--- config.mk ---
export PLATFORM = sky130hd
export DESIGN_NAME = prog_seq_ctrl
export DESIGN_NICKNAME = d
export VERILOG_FILES = /design/src/rtl/prog_seq_ctrl.sv
export SDC_FILE = /design/constraint.sdc
export NUM_CORES = 1
export LEC_CHECK = 0
export BUFFER_PORTS_ARGS = -buffer_cell sky130_fd_sc_hd__clkbuf_2
export CORE_ASPECT_RATIO = 1.5
export CORE_MARGIN = 10
export CORE_UTILIZATION = 51
export CTS_CLUSTER_DIAMETER = 30
export DETAILED_ROUTE_END_ITERATION = 7
export PLACE_DENSITY_LB_ADDON = 0.08
export SLEW_MARGIN = 20
export SYNTH_ARGS = -nofsm -noshare
export SYNTH_HDL_FRONTEND = slang
export SYNTH_SLANG_ARGS = --single-unit
--- constraint.sdc ---
create_clock -name clk -period 2.4 [get_ports clk]
set_input_delay 0.12 -clock clk [delete_from_list [all_inputs] [get_ports clk]]
set_output_delay 0.12 -clock clk [all_outputs]
set_load 0.005 [all_outputs]
--- src/rtl/prog_seq_ctrl.sv ---
// Program sequencer: PC, branches, call/return stack.
// Sticky halt and stack-fault status; all outputs registered.
//
// Ports:
//   clk, reset       rising-edge clock, sync active-high reset
//   stall, halt      hold this cycle / stop permanently
//   zero             ALU zero flag
//   branch_zero      branch when zero=1
//   branch_nz        branch when zero=0
//   branch_always    unconditional branch
//   call, ret        push+jump / pop+jump
//   rel              destination: 1 = PC+offset, 0 = target
//   target, offset   absolute / signed relative destination
//   PC               current program counter
//   halted, fault    sticky status
//   fault_code       00 none, 01 overflow, 10 underflow
//   sp               number of stack entries
module prog_seq_ctrl #(
  parameter int PC_W        = 10,
  parameter int TGT_W       = 8,
  parameter int OFF_W       = 8,
  parameter int STACK_DEPTH = 4,
  localparam int SP_W  = $clog2(STACK_DEPTH + 1),
  localparam int IDX_W = (STACK_DEPTH > 1) ?
                         $clog2(STACK_DEPTH) : 1
) (
  input  logic              clk,
  input  logic              reset,
  input  logic              stall,
  input  logic              halt,
  input  logic              zero,
  input  logic              branch_zero,
  input  logic              branch_nz,
  input  logic              branch_always,
  input  logic              call,
  input  logic              ret,
  input  logic              rel,
  input  logic [TGT_W-1:0]  target,
  input  logic [OFF_W-1:0]  offset,
  output logic [PC_W-1:0]   PC,
  output logic              halted,
  output logic              fault,
  output logic [1:0]        fault_code,
  output logic [SP_W-1:0]   sp
);

  localparam logic [1:0] FC_NONE = 2'b00;
  localparam logic [1:0] FC_OVF  = 2'b01;
  localparam logic [1:0] FC_UNF  = 2'b10;

  logic [PC_W-1:0]  pc_q, pc_d;
  logic [SP_W-1:0]  sp_q, sp_d;
  logic             halted_q, halted_d;
  logic             fault_q, fault_d;
  logic [1:0]       code_q, code_d;
  logic [PC_W-1:0]  stack_q [STACK_DEPTH];

  logic [PC_W-1:0]  off_ext;
  logic [PC_W-1:0]  tgt_ext;
  logic [PC_W-1:0]  seq;
  logic [PC_W-1:0]  dest;
  logic             taken;
  logic             push_en;
  logic [IDX_W-1:0] push_idx;
  logic [IDX_W-1:0] pop_idx;

  // Signed cast sign-extends the offset; target zero-extends.
  assign off_ext  = PC_W'($signed(offset));
  assign tgt_ext  = PC_W'(target);
  assign seq      = pc_q + PC_W'(1);
  assign dest     = rel ? pc_q + off_ext : tgt_ext;
  assign taken    = branch_always |
                    (branch_zero & zero) |
                    (branch_nz & ~zero);
  assign push_idx = IDX_W'(sp_q);
  assign pop_idx  = IDX_W'(sp_q - SP_W'(1));

  always_comb begin
    pc_d     = pc_q;
    sp_d     = sp_q;
    halted_d = halted_q;
    fault_d  = fault_q;
    code_d   = code_q;
    push_en  = 1'b0;
    if (!halted_q) begin
      if (halt) begin
        halted_d = 1'b1;
      end else if (!stall) begin
        if (ret) begin
          if (sp_q != '0) begin
            pc_d = stack_q[pop_idx];
            sp_d = sp_q - SP_W'(1);
          end else begin
            fault_d  = 1'b1;
            code_d   = FC_UNF;
            halted_d = 1'b1;
          end
        end else if (call) begin
          if (sp_q != SP_W'(STACK_DEPTH)) begin
            push_en = 1'b1;
            sp_d    = sp_q + SP_W'(1);
            pc_d    = dest;
          end else begin
            fault_d  = 1'b1;
            code_d   = FC_OVF;
            halted_d = 1'b1;
          end
        end else if (taken) begin
          pc_d = dest;
        end else begin
          pc_d = seq;
        end
      end
    end
  end

  always_ff @(posedge clk) begin
    if (reset) begin
      pc_q     <= '0;
      sp_q     <= '0;
      halted_q <= 1'b0;
      fault_q  <= 1'b0;
      code_q   <= FC_NONE;
    end else begin
      pc_q     <= pc_d;
      sp_q     <= sp_d;
      halted_q <= halted_d;
      fault_q  <= fault_d;
      code_q   <= code_d;
    end
  end

  // Contents need no reset: sp alone defines validity.
  always_ff @(posedge clk) begin
    if (!reset && push_en) begin
      stack_q[push_idx] <= seq;
    end
  end

  assign PC         = pc_q;
  assign sp         = sp_q;
  assign halted     = halted_q;
  assign fault      = fault_q;
  assign fault_code = code_q;

endmodule

# ---- Word-level counts from Yosys, hierarchy flattened
# Memory sizes are Yosys's and may differ from the RTL's.
# Index checks and enable logic that the tools add are counted.
dict set report op_classes {
  add_sub_neg 4
  n_eq_ne 5
  bitwise 8
  n_reduce_logical 8
  n_mux 33
}
# op count
set op_table {}
lappend op_table {{$mux 10} 6}
lappend op_table {{$mux 1} 19}
lappend op_table {{$mux 3} 4}
lappend op_table {{$reduce_and 6->1} 2}
lappend op_table {{$add 10x1->10 const B} 1}
lappend op_table {{$add 10x10->10} 1}
lappend op_table {{$mux 2} 4}
lappend op_table {{$reduce_and 5->1} 1}
lappend op_table {{$ne 2x2->1 const B} 2}
lappend op_table {{$not 1->1} 4}
lappend op_table {{$reduce_bool 2->1} 2}
lappend op_table {{$add 3x1->3 const B} 1}
lappend op_table {{$ne 3x1->1 const B} 1}
lappend op_table {{$ne 3x3->1 const B} 1}
lappend op_table {{$reduce_bool 3->1} 1}
lappend op_table {{$sub 3x1->3 const B} 1}
lappend op_table {{$and 1x1->1} 2}
lappend op_table {{$ne 2x1->1 const B} 1}
lappend op_table {{$or 1x1->1} 2}
lappend op_table {{$logic_and 1x1->1} 1}
lappend op_table {{$logic_not 1->1} 1}
dict set report word_totals {
  ff_bits 17
  memories 1
  output_inout_bits 17
  inputBits 27
  ram_bits 40
}
# memory depth word_bits read_ports rd_clocked_by_memory_dff wr line
set mem_list {}
lappend mem_list {stack_q 4 10 1 0 1 56} ;# logic [PC_W-1:0] stack_q [STACK_DEPTH];

# ---- Depth between registers and ports, before layout
# Gate-level depths: netlist (run 1).
dict set report depth {
  depth_word 10
  depth_mapped 8
  mapped_depth_nobuf 8
}

# ---- Least setup slack after synthesis (run 1)
# Ideal clock, no wire load.
dict set report synth_path {
  path_type {reg-to-reg}
  start {register sp_q[0] (netlist: sp[0])}
  end {register pc_q[7] (netlist: PC[7])}
  path_stages_with_launch 8
  path_buffers 2
  setup_ns 0.134
  path_slack_ns 0.046
  t_arrival_ns 2.220
  cell_sequence {dfxtp_1 -> buf_2 -> inv_1 -> ha_1 -> clkbuf_1 -> mux4_2 -> a221oi_1 -> a211oi_1}
}
dict set report synth_between {
  elab_chain_cells 4
  elab_cells_between_ends 9
  cone_classes {1 x add/sub; 3 x eq/ne; 2 x mux; 2 x reduce/logical; 1 x memory}
}
# item line
set synth_rtl {}
lappend synth_rtl {{start, declared} 52} ;# logic [SP_W-1:0] sp_q, sp_d;
lappend synth_rtl {{start signal, assigned} 126} ;# sp_q <= sp_d;
lappend synth_rtl {{$sub 3x1->3} --}
lappend synth_rtl {{$mem_v2 4x10} --}
lappend synth_rtl {{$mux 10} 90} ;# if (sp_q != '0) begin
lappend synth_rtl {{$mux 10} 89} ;# if (ret) begin
lappend synth_rtl {{end signal, assigned} 125} ;# pc_q <= pc_d;
lappend synth_rtl {{end, declared} 51} ;# logic [PC_W-1:0] pc_q, pc_d;
# Several ways; a longest one is shown, not always the timed one. The select of a mux whose other input is x is not followed.
# A chain may end at the register's enable or synchronous reset.

# ---- Worst setup path in the final report (run 1)
dict set report layout_path {
  start {register pc_q[0] (netlist: PC[0])}
  end {register pc_q[8] (netlist: PC[8])}
}
dict set report layout_between {
  elab_chain_cells 5
  elab_cells_between_ends 7
  cone_classes {2 x add/sub; 5 x mux}
}
# item line
set layout_rtl {}
lappend layout_rtl {{$add 10x10->10} 71} ;# assign dest = rel ? pc_q + off_ext : tgt_ext;
lappend layout_rtl {{$mux 10} 71}
lappend layout_rtl {{$mux 10, on equally long branches} {108, 99}}
lappend layout_rtl {{$mux 10 *} 98} ;# end else if (call) begin
lappend layout_rtl {{$mux 10 *} 89}
# Mark *: on every way between the ends. The rest lies on a longest branch, timed or not. The select of a mux whose other input is x is not followed.

==> metrics.txt, run 1 <==
status=finished, final reports clean; Total GRT Usage=between 10% and 20%; Clock Tree Root=clkbuf_8; Mapped Cells=between 200 and 300; routed wire length per instance=between 15 and 20 um; Buffers on Ports=43; Final Power=approximately 2.4 mW; Tightest Pin Transition=~0.53 ns; clock tree from TritonCTS=yes; CP startpoint kind=flip-flop; vias in the first global route=approximately 2400; final instance area=about 3600 um^2; period utilization=about 96%; I/O Pins=44; Worst-path clk slew=roughly 0.07 ns; die height=between 100 and 150 um; Final Hold Viols=0; post-synth top area cell=edfxtp_1; Final setup viols=0; row count=34; DRC=0; clk_skew=0.00860 ns; Slew Limit Headroom=64.3%; RePlAce Congestion=between 0.8 and 0.9; drt first-iter violations=142; #FFs+latches synth=57; initial antenna violation count=0; Hold Path Class=in2reg; worst-path maximum fanout=3; Tmin final=between 2 and 2.5 ns; layout cell share with drive strength beyond 1=between 20% and 30%; nature of the critical path endpoint=flip-flop; deepest clock path buffer count=2; Initial Util=52.6%; leading register cell type out of synthesis=edfxtp_1; dpl cell area=3410 um^2; Clk Latency, worst-skew pair=roughly 0.33 ns; Arr. time, crit path=around 2.6 ns; H-tree levels=3; nets=353; top-count cell post-synth=edfxtp_1; peak supply drop=roughly 0.47 mV; RSZ-0062 raised after global routing=no; Ant. Diodes=0; total gr overflow=0; required time worst endpoint=between 2 and 3 ns; Post-Place Worst Slack=just under 0.05 ns; Core Util, Final=63.0%; largest cells by area after synthesis=edfxtp_1, dfxtp_1, mux4_2; Max Cap Violations=0; Synth top area share=~40%; Post-Route WL=7170 um; Syn Nets=roughly 290; via/cell ratio=between 5 and 6; Setup Fix Bufs, Post-CTS=0; Multi-input gate area=1430 um^2; Die W=roughly 83 um; die area=about 9500 um^2; Final Slew Violations=0; Fmax=435 MHz; post-DP HPWL=approximately 5500 um; First-pass DRT Iterations=5; core area=slightly below 6000 um^2; Syn Area/Cell=about 12 um^2; Async S/R FF share, synth=0%; static leakage=1.44 nW; Final WS setup=between 0.1 and 0.15 ns; largest net degree at the start of global routing=20; FF/Latch Area=about 1500 um^2; filler instances=514; setup TNS=0 ns; final antenna-violating net count=0; Post-synth EDFFs=40; Synth-to-Final Area Change=19.6%; Post-synth top cells=edfxtp_1, nor2_1, dfxtp_1; PD cells=a little under 700 nW/um^2; Vias=around 2300; global-route wire length before repair=about 12000 um; Crit Path Class=reg2reg; Post-Syn Area=3050 um^2; post-synthesis sequential area ratio=about half; clock sinks=57; total CTS buffers=9; Distinct cells, synth=49; Synth Warn #=0
[cell usage in the layout, fill, tap and decap left out, types with 6 or more instances in the layout]
cell	netlist	layout
a211oi_1	11	11
nand2_1	12	12
clkbuf_8	0	9
mux4_2	10	10
a21o_1	7	7
buf_4	1	14
o211ai_1	7	7
inv_1	7	7
o21ai_0	8	8
nor2_1	18	18
clkbuf_2	0	43
and2_1	6	6
ha_1	15	15
a21oi_1	14	14
edfxtp_1	40	40
nand3_1	9	9
dfxtp_1	17	17
xnor2_1	10	10
[what timing repair did]
| action | in CTS | in global routing |
|---|---|---|
| gates resized for setup | 0 | 1 |
| endpoints found under the setup margin | 0 | 2 |
| hold buffers | 0 | 0 |
[per-layer routing]
| layer | wire [um] | global-route usage [%] | share of wire, % |
|---|---|---|---|
| met1 | 2980 | 17.2 | 42 |
| met2 | 3730 | 27.2 | 52 |
| met3 | 327 | 3.70 | 4.6 |
| met4 | 135 | 6.15 | 1.9 |
| met5 | 0 | 0 | 0 |
[kinds of logic after synthesis]
family,Yosys count,synth area share [%]
AO/OA/AOI/OAI,68,16.1
multiplexers,14,8.75
AND/OR/NAND/NOR,66,11.2
XOR/XNOR,14,4.03
flip-flops,57,50.6
buffers and inverters,16,2.51
adder cells (fa/ha/maj),16,6.82
[through the flow]
stage	cells	hold slack, ns
after detailed placement	371	0.393
after floorplan	251	0.192
after global placement	371	0.377
after CTS	387	0.0395
final	387	0.0689
after global routing	387	0.0590
[layout make-up]
type                    count  share of cell area [%]
flip-flops and latches     57                    42.3
multi-input cells         178                    39.3
repair buffers             57                    8.79
clock buffers               9                    3.40
clock inverters             7                    2.99
well taps                  72                    2.47
inverters                   7                   0.721
[final timing paths]
kind         cells after the start                       start                    endpoint  slack [ns]
min reg2reg                      2  fault_code[0]$_SDFFE_PP0P_  fault_code[0]$_SDFFE_PP0P_        0.48
max                              8          PC[0]$_SDFFE_PP0P_          PC[8]$_SDFFE_PP0P_        0.10
min                              2                        halt           halted$_SDFF_PP0_        0.07
max reg2reg                      8          PC[0]$_SDFFE_PP0P_          PC[8]$_SDFFE_PP0P_        0.10
[where the power goes]
part	switching, mW	total [mW]	internal, mW
registers	0.0174	1.09	1.07
clock network	0.378	1.06	0.679
logic	0.169	0.307	0.138
total	0.564	2.45	1.89
[sequential cells by signal, indices dropped and copies added (netlist names)]
name and flops:
stack_q 40, PC 10, sp 3, fault_code 2
fault 1, halted 1
[critical path, cell delays in order (launching register included)]
cell       delay [ns]
dfxtp_1          0.31
ha_1             0.21
fa_1             0.40
a21o_1           0.22
a311o_2          0.42
a2111oi_4        0.32
o21a_1           0.16
o21ai_1          0.06
a21oi_1          0.13
(Power assumes the default switching activity.)
==> run 2: changes to the inputs <==
REMOVE_ABC_BUFFERS = 1   (was unset)
==> run 2 against run 1 <==
  * Design area is 2.0% lower
  * Sequential cell count stayed put
  * Maximum frequency is 2.7% higher
  * Non-clock buffer count is 3 lower
  * Critical path depth is 1 lower
  * Critical path type unchanged
  * Critical endpoint is now PC[7]$_SDFFE_PP0P_
  * Largest cell class unchanged
  * Largest power group unchanged
==> metrics.txt, run 2 (same netlist as run 1, synthesis figures left out) <==
status=finished, final reports clean; switching pwr=around 0.57 mW; global-route wire length before repair=~12000 um; Post-Place Worst Slack=about 0.06 ns; row count=34; Synth-to-Final Area Change=17.3%; max reg flops=40; RePlAce Congestion=~0.86; deepest clock path buffer count=2; Die W=83.1 um; final instance area=3570 um^2; most frequent cells in the layout=clkbuf_2, edfxtp_1, nor2_1; dpl cell area=~3400 um^2; setup TNS=0 ns; period utilization=93.2%; Slew Limit Headroom=approximately 67%; commonest non-fill, non-tap cell in the layout=clkbuf_2; Final Hold Viols=0; static leakage=1.40 nW; Initial Util=roughly 53%; required time worst endpoint=approximately 2.6 ns; Hold Path Class=in2reg; Clk Latency, worst-skew pair=roughly 0.33 ns; Max Cap Violations=0; Final Slew Violations=0; Arr. time, crit path=roughly 2.4 ns; Tightest Pin Transition=just under 0.5 ns; filler instances=about 500; initial antenna violation count=0; Final setup viols=0; Worst Path Buf+Inv=0; Clock power frac=38.1%; drt first-iter violations=between 200 and 250; Hold Buf Count CTS=0; post-DP HPWL=around 5300 um; CP startpoint kind=flip-flop; total CTS buffers=9; Top reg by flops=stack_q; capturing point of the worst reg2reg path=PC[7]$_SDFFE_PP0P_; RSZ-0062 raised after global routing=no; Final WS setup=around 0.16 ns; Ant. Diodes=0; Post-Route WL=slightly above 7000 um; Switching Fraction=about a quarter; Vias=between 2000 and 2500; vias in the first global route=roughly 2300; final antenna-violating net count=0; Cells after DPL=approximately 370; fin cells=384; Reg2Reg Launch Point=PC[4]$_SDFFE_PP0P_; I/O Pins=44; total gr overflow=0; DRC=0; P_int=about 1.7 mW; Total GRT Usage=15.1%; Buffers on Ports=between 40 and 50; nature of the critical path endpoint=flip-flop; nets=350; First-pass DRT Iterations=4; Worst-path clk slew=~0.070 ns; Flop pwr share=between 40 and 50%; core area=~5800 um^2; Fmax=~450 MHz; end point of the critical path=PC[7]$_SDFFE_PP0P_; largest net degree at the start of global routing=16; Levels on crit path=7; die area=about 9500 um^2; PD cells=628 nW/um^2; Comb power frac=between 10 and 15%; H-tree levels=3; routed wire length per instance=about 19 um; clk_skew=around 0.0096 ns; worst path cell trace=ha_1, and2_1, a311oi_1, a21oi_1, or3_1, nand3_1, a211oi_1; CP max stage cell=dfxtp_1; reg2reg path depth=7; Setup crit start=PC[4]$_SDFFE_PP0P_; largest stage delay on the critical path=around 0.45 ns; layout cell share with drive strength beyond 1=27.6%; clock tree from TritonCTS=yes; CP top delay family=compound AO/OA/AOI/OAI gates; Clock Tree Root=clkbuf_8; worst-path maximum fanout=6; via/cell ratio=5.88; clock sinks=57; Tmin final=between 2 and 2.5 ns; peak supply drop=0.440 mV; Reg2Reg Setup Slack=approximately 0.16 ns; Hold Slack=0.0585 ns; Crit Path Class=reg2reg; die height=between 100 and 150 um
## run 2: cell count changes in the layout (fill, tap and decap cells not counted)
cell / delta
o31ai_1: +1
clkinvlp_4: +1
clkinv_2: +2
fa_1: -1
bufinv_16: -2
o31ai_2: -1
clkbuf_1: +1
clkinv_1: -2
buf_4: -3
fa_2: +1
## run 2: worst reg2reg max path, stage by stage, from the launching register on
cell and delay, ns:
dfxtp_1 0.45, ha_1 0.33, and2_1 0.20, a311oi_1 0.43, a21oi_1 0.20, or3_1 0.35, nand3_1 0.09, a211oi_1 0.06
## run 2: what timing repair did
item,in CTS,in global routing
setup endpoints to repair,0,1
resized for setup,0,1
buffers inserted,0,0
## run 2: cell type report
type	instances	area, um^2	share of cell area [%]
sequential	57	1540	43.2
clock buffer	10	128	3.57
multi-input combinational	178	1430	40.0
inverter	7	26.3	0.736
tap	72	90.1	2.52
timing repair buffer	54	298	8.34
clock inverter	6	58.8	1.65
## run 2: metal layers
layer / global-route usage [%] / routed length, um / up-vias
met2: 25.6 / 3470 / 60
met4: 7.40 / 198 / 0
met1: 17.3 / 3120 / 1084
li1: - / - / 1098
met5: 0 / 0 / -
met3: 3.77 / 319 / 17
## run 2: power by group through the flow
stage               Clock [mW]  Sequential [mW]  Combinational [mW]
global route             0.919             1.09               0.334
detailed placement           0             1.11               0.299
finish                   0.854             1.09               0.300
CTS                      0.871             1.09               0.301
floorplan                    0             1.11               0.181
global placement             0             1.11               0.297
## run 2: how the worst min path moves through the flow
stage           from            endpoint  slack, ns  cells past startpoint
6_report        halt   halted$_SDFF_PP0_       0.06                      2
5_1_grt         halt   halted$_SDFF_PP0_       0.07                      2
4_1_cts         halt   halted$_SDFF_PP0_       0.04                      2
3_5_place_dp    halt   halted$_SDFF_PP0_       0.38                      2
3_3_place_gp    halt   halted$_SDFF_PP0_       0.37                      2
2_1_floorplan  reset  PC[2]$_SDFFE_PP0P_       0.19                      1
## run 2: metrics by stage
stage                     total power [mW]  util [%]
after floorplan                       1.29         -
after global placement                1.41      58.5
after detailed placement              1.41      58.5
after CTS                             2.26      61.7
after global routing                  2.34      61.7
final                                 2.24      61.7
==> run 3: changes to the inputs <==
CORE_ASPECT_RATIO = 0.6   (was 1.5)
==> run 3 against run 2 <==
  * Maximum frequency fell by 3.5%
  * Register-to-register slack worse by 0.08 ns
  * Sequential cell count is the same
  * Critical path depth is 1 higher
  * Utilization is 2.0 points higher
  * Via count grew 3.5%
  * Clock power decreased by 9.0%
  * Global-route usage grew 1.2 points
  * Clock skew increased by 0.0014 ns
  * Largest cell class unchanged
==> metrics.txt, run 3 (same netlist as run 1, synthesis figures left out) <==
total gr overflow=0; status=finished, final reports clean; Ant. Diodes=0; peak supply drop=between 0.4 and 0.5 mV; most frequent cells in the layout=clkbuf_2, edfxtp_1, nor2_1; global-route wire length before repair=~12000 um; routed wire length per instance=approximately 19 um; nets=354; Die W=roughly 120 um; filler instances=~480; vias in the first global route=between 2000 and 2500; CP max stage cell=a311o_2; initial antenna violation count=0; largest stage delay on the critical path=~0.45 ns; Slew Limit Headroom=about 67%; clk_skew=between 0.01 and 0.015 ns; die area=9560 um^2; Final setup viols=0; Arr. time, crit path=roughly 2.6 ns; via/cell ratio=~5.9; Synth-to-Final Area Change=18.8%; H-tree levels=3; largest net degree at the start of global routing=16; I/O Pins=44; RSZ-0062 raised after global routing=yes; Multi-input gate area=between 1000 and 1500 um^2; worst-path maximum fanout=3; Clock Tree Root=clkbuf_8; total CTS buffers=9; worst path cell trace=ha_4, fa_2, a21o_1, a311o_2, a2111oi_4, o21a_1, o21ai_2, a21oi_1; RePlAce Congestion=roughly 0.84; final antenna-violating net count=0; Final Slew Violations=0; PD cells=roughly 600 nW/um^2; post-DP HPWL=5540 um; clock sinks=57; required time worst endpoint=between 2 and 3 ns; Top reg by flops=stack_q; First-pass DRT Iterations=5; drt first-iter violations=between 200 and 250; layout cell share with drive strength beyond 1=29.7%; Crit Path Class=reg2reg; clock tree from TritonCTS=yes; Total GRT Usage=approximately 16%; period utilization=about 97%; max reg flops=40; Fmax=about 430 MHz; Hold Path Class=in2reg; Vias=~2300; Post-Route WL=~7500 um; Final Power=about 2.2 mW; FF/Latch Area=1540 um^2; Clk Latency, worst-skew pair=roughly 0.33 ns; Core Util, Final=a little under two thirds; Max Cap Violations=0; Tmin final=about 2.3 ns; Final Hold Viols=0; Initial Util=around 54%; DRC=0; deepest clock path buffer count=2; Final WS setup=just over 0.08 ns; Tightest Pin Transition=about 0.49 ns; commonest non-fill, non-tap cell in the layout=clkbuf_2; row count=21; Worst-path clk slew=approximately 0.07 ns; Post-Place Worst Slack=between 0.02 and 0.025 ns; Buffers on Ports=43; nature of the critical path endpoint=flip-flop; core area=roughly 5700 um^2; static leakage=around 1.4 nW; die height=between 70 and 80 um; CP startpoint kind=flip-flop
==> run 3: cell count changes in the layout (fill, tap and decap cells not counted), sizes merged <==
cell	delta
clkinv	-1
clkinvlp	+1
clkbuf	+1
buf	+4
bufinv	-1
==> run 3: path summary, 6_finish.rpt <==
| kind | start | end | slack, ns | cells past startpoint |
|---|---|---|---|---|
| worst max register to register | PC[0]$_SDFFE_PP0P_ | PC[8]$_SDFFE_PP0P_ | 0.08 | 8 |
| worst min-delay path | halt | halted$_SDFF_PP0_ | 0.04 | 2 |
| worst min register to register | fault$_SDFFE_PP0P_ | fault$_SDFFE_PP0P_ | 0.48 | 2 |
| worst max-delay path | PC[0]$_SDFFE_PP0P_ | PC[8]$_SDFFE_PP0P_ | 0.08 | 8 |
==> run 3: power breakdown <==
group | switching (mW) | internal, mW | leakage [nW]
Clock | 0.379 | 0.399 | 0.0813
Combinational | 0.177 | 0.140 | 0.821
Sequential | 0.0169 | 1.07 | 0.511
==> run 3: layer usage <==
| metal | track usage (%) | vias to the layer above | part of all wire [%] |
|---|---|---|---|
| li1 | - | 1106 | - |
| met1 | 21.7 | 1115 | 46 |
| met2 | 23.7 | 103 | 44 |
| met3 | 6.43 | 15 | 8.8 |
| met4 | 5.04 | 0 | 1.5 |
| met5 | 0 | - | 0 |
==> run 3: critical path, delay by kind of cell, from the launching register on <==
kind	cells	cell delay (ns)
AO/OA/AOI/OAI	6	1.33
adder cells (fa/ha/maj)	2	0.57
flip-flops	1	0.34
==> run 3: area by class of cell <==
| type | instances | share of cell area [%] |
|---|---|---|
| Tap cell | 80 | 2.77 |
| Clock inverter | 5 | 0.899 |
| Inverter | 7 | 0.726 |
| Timing Repair Buffer | 58 | 9.06 |
| Clock buffer | 11 | 3.91 |
| Multi-Input combinational cell | 178 | 40.0 |
| Sequential cell | 57 | 42.6 |
==> run 3: what timing repair did <==
action / CTS / global route
buffers inserted: 0 / 1
pin swaps: 1 / 7
hold buffers: 0 / 0
gates resized for setup: 1 / 4
setup endpoints to repair: 1 / 1
==> run 3: stage by stage <==
step                cells  hold slack [ns]  TNS (ns)  instance area, um^2
detailed placement    379            0.379         0                 3420
floorplan             242            0.189    -0.123                 3000
CTS                   395           0.0210         0                 3590
global route          396           0.0264   -0.0459                 3620
finish                396           0.0427         0                 3620
global placement      379            0.371         0                 3420
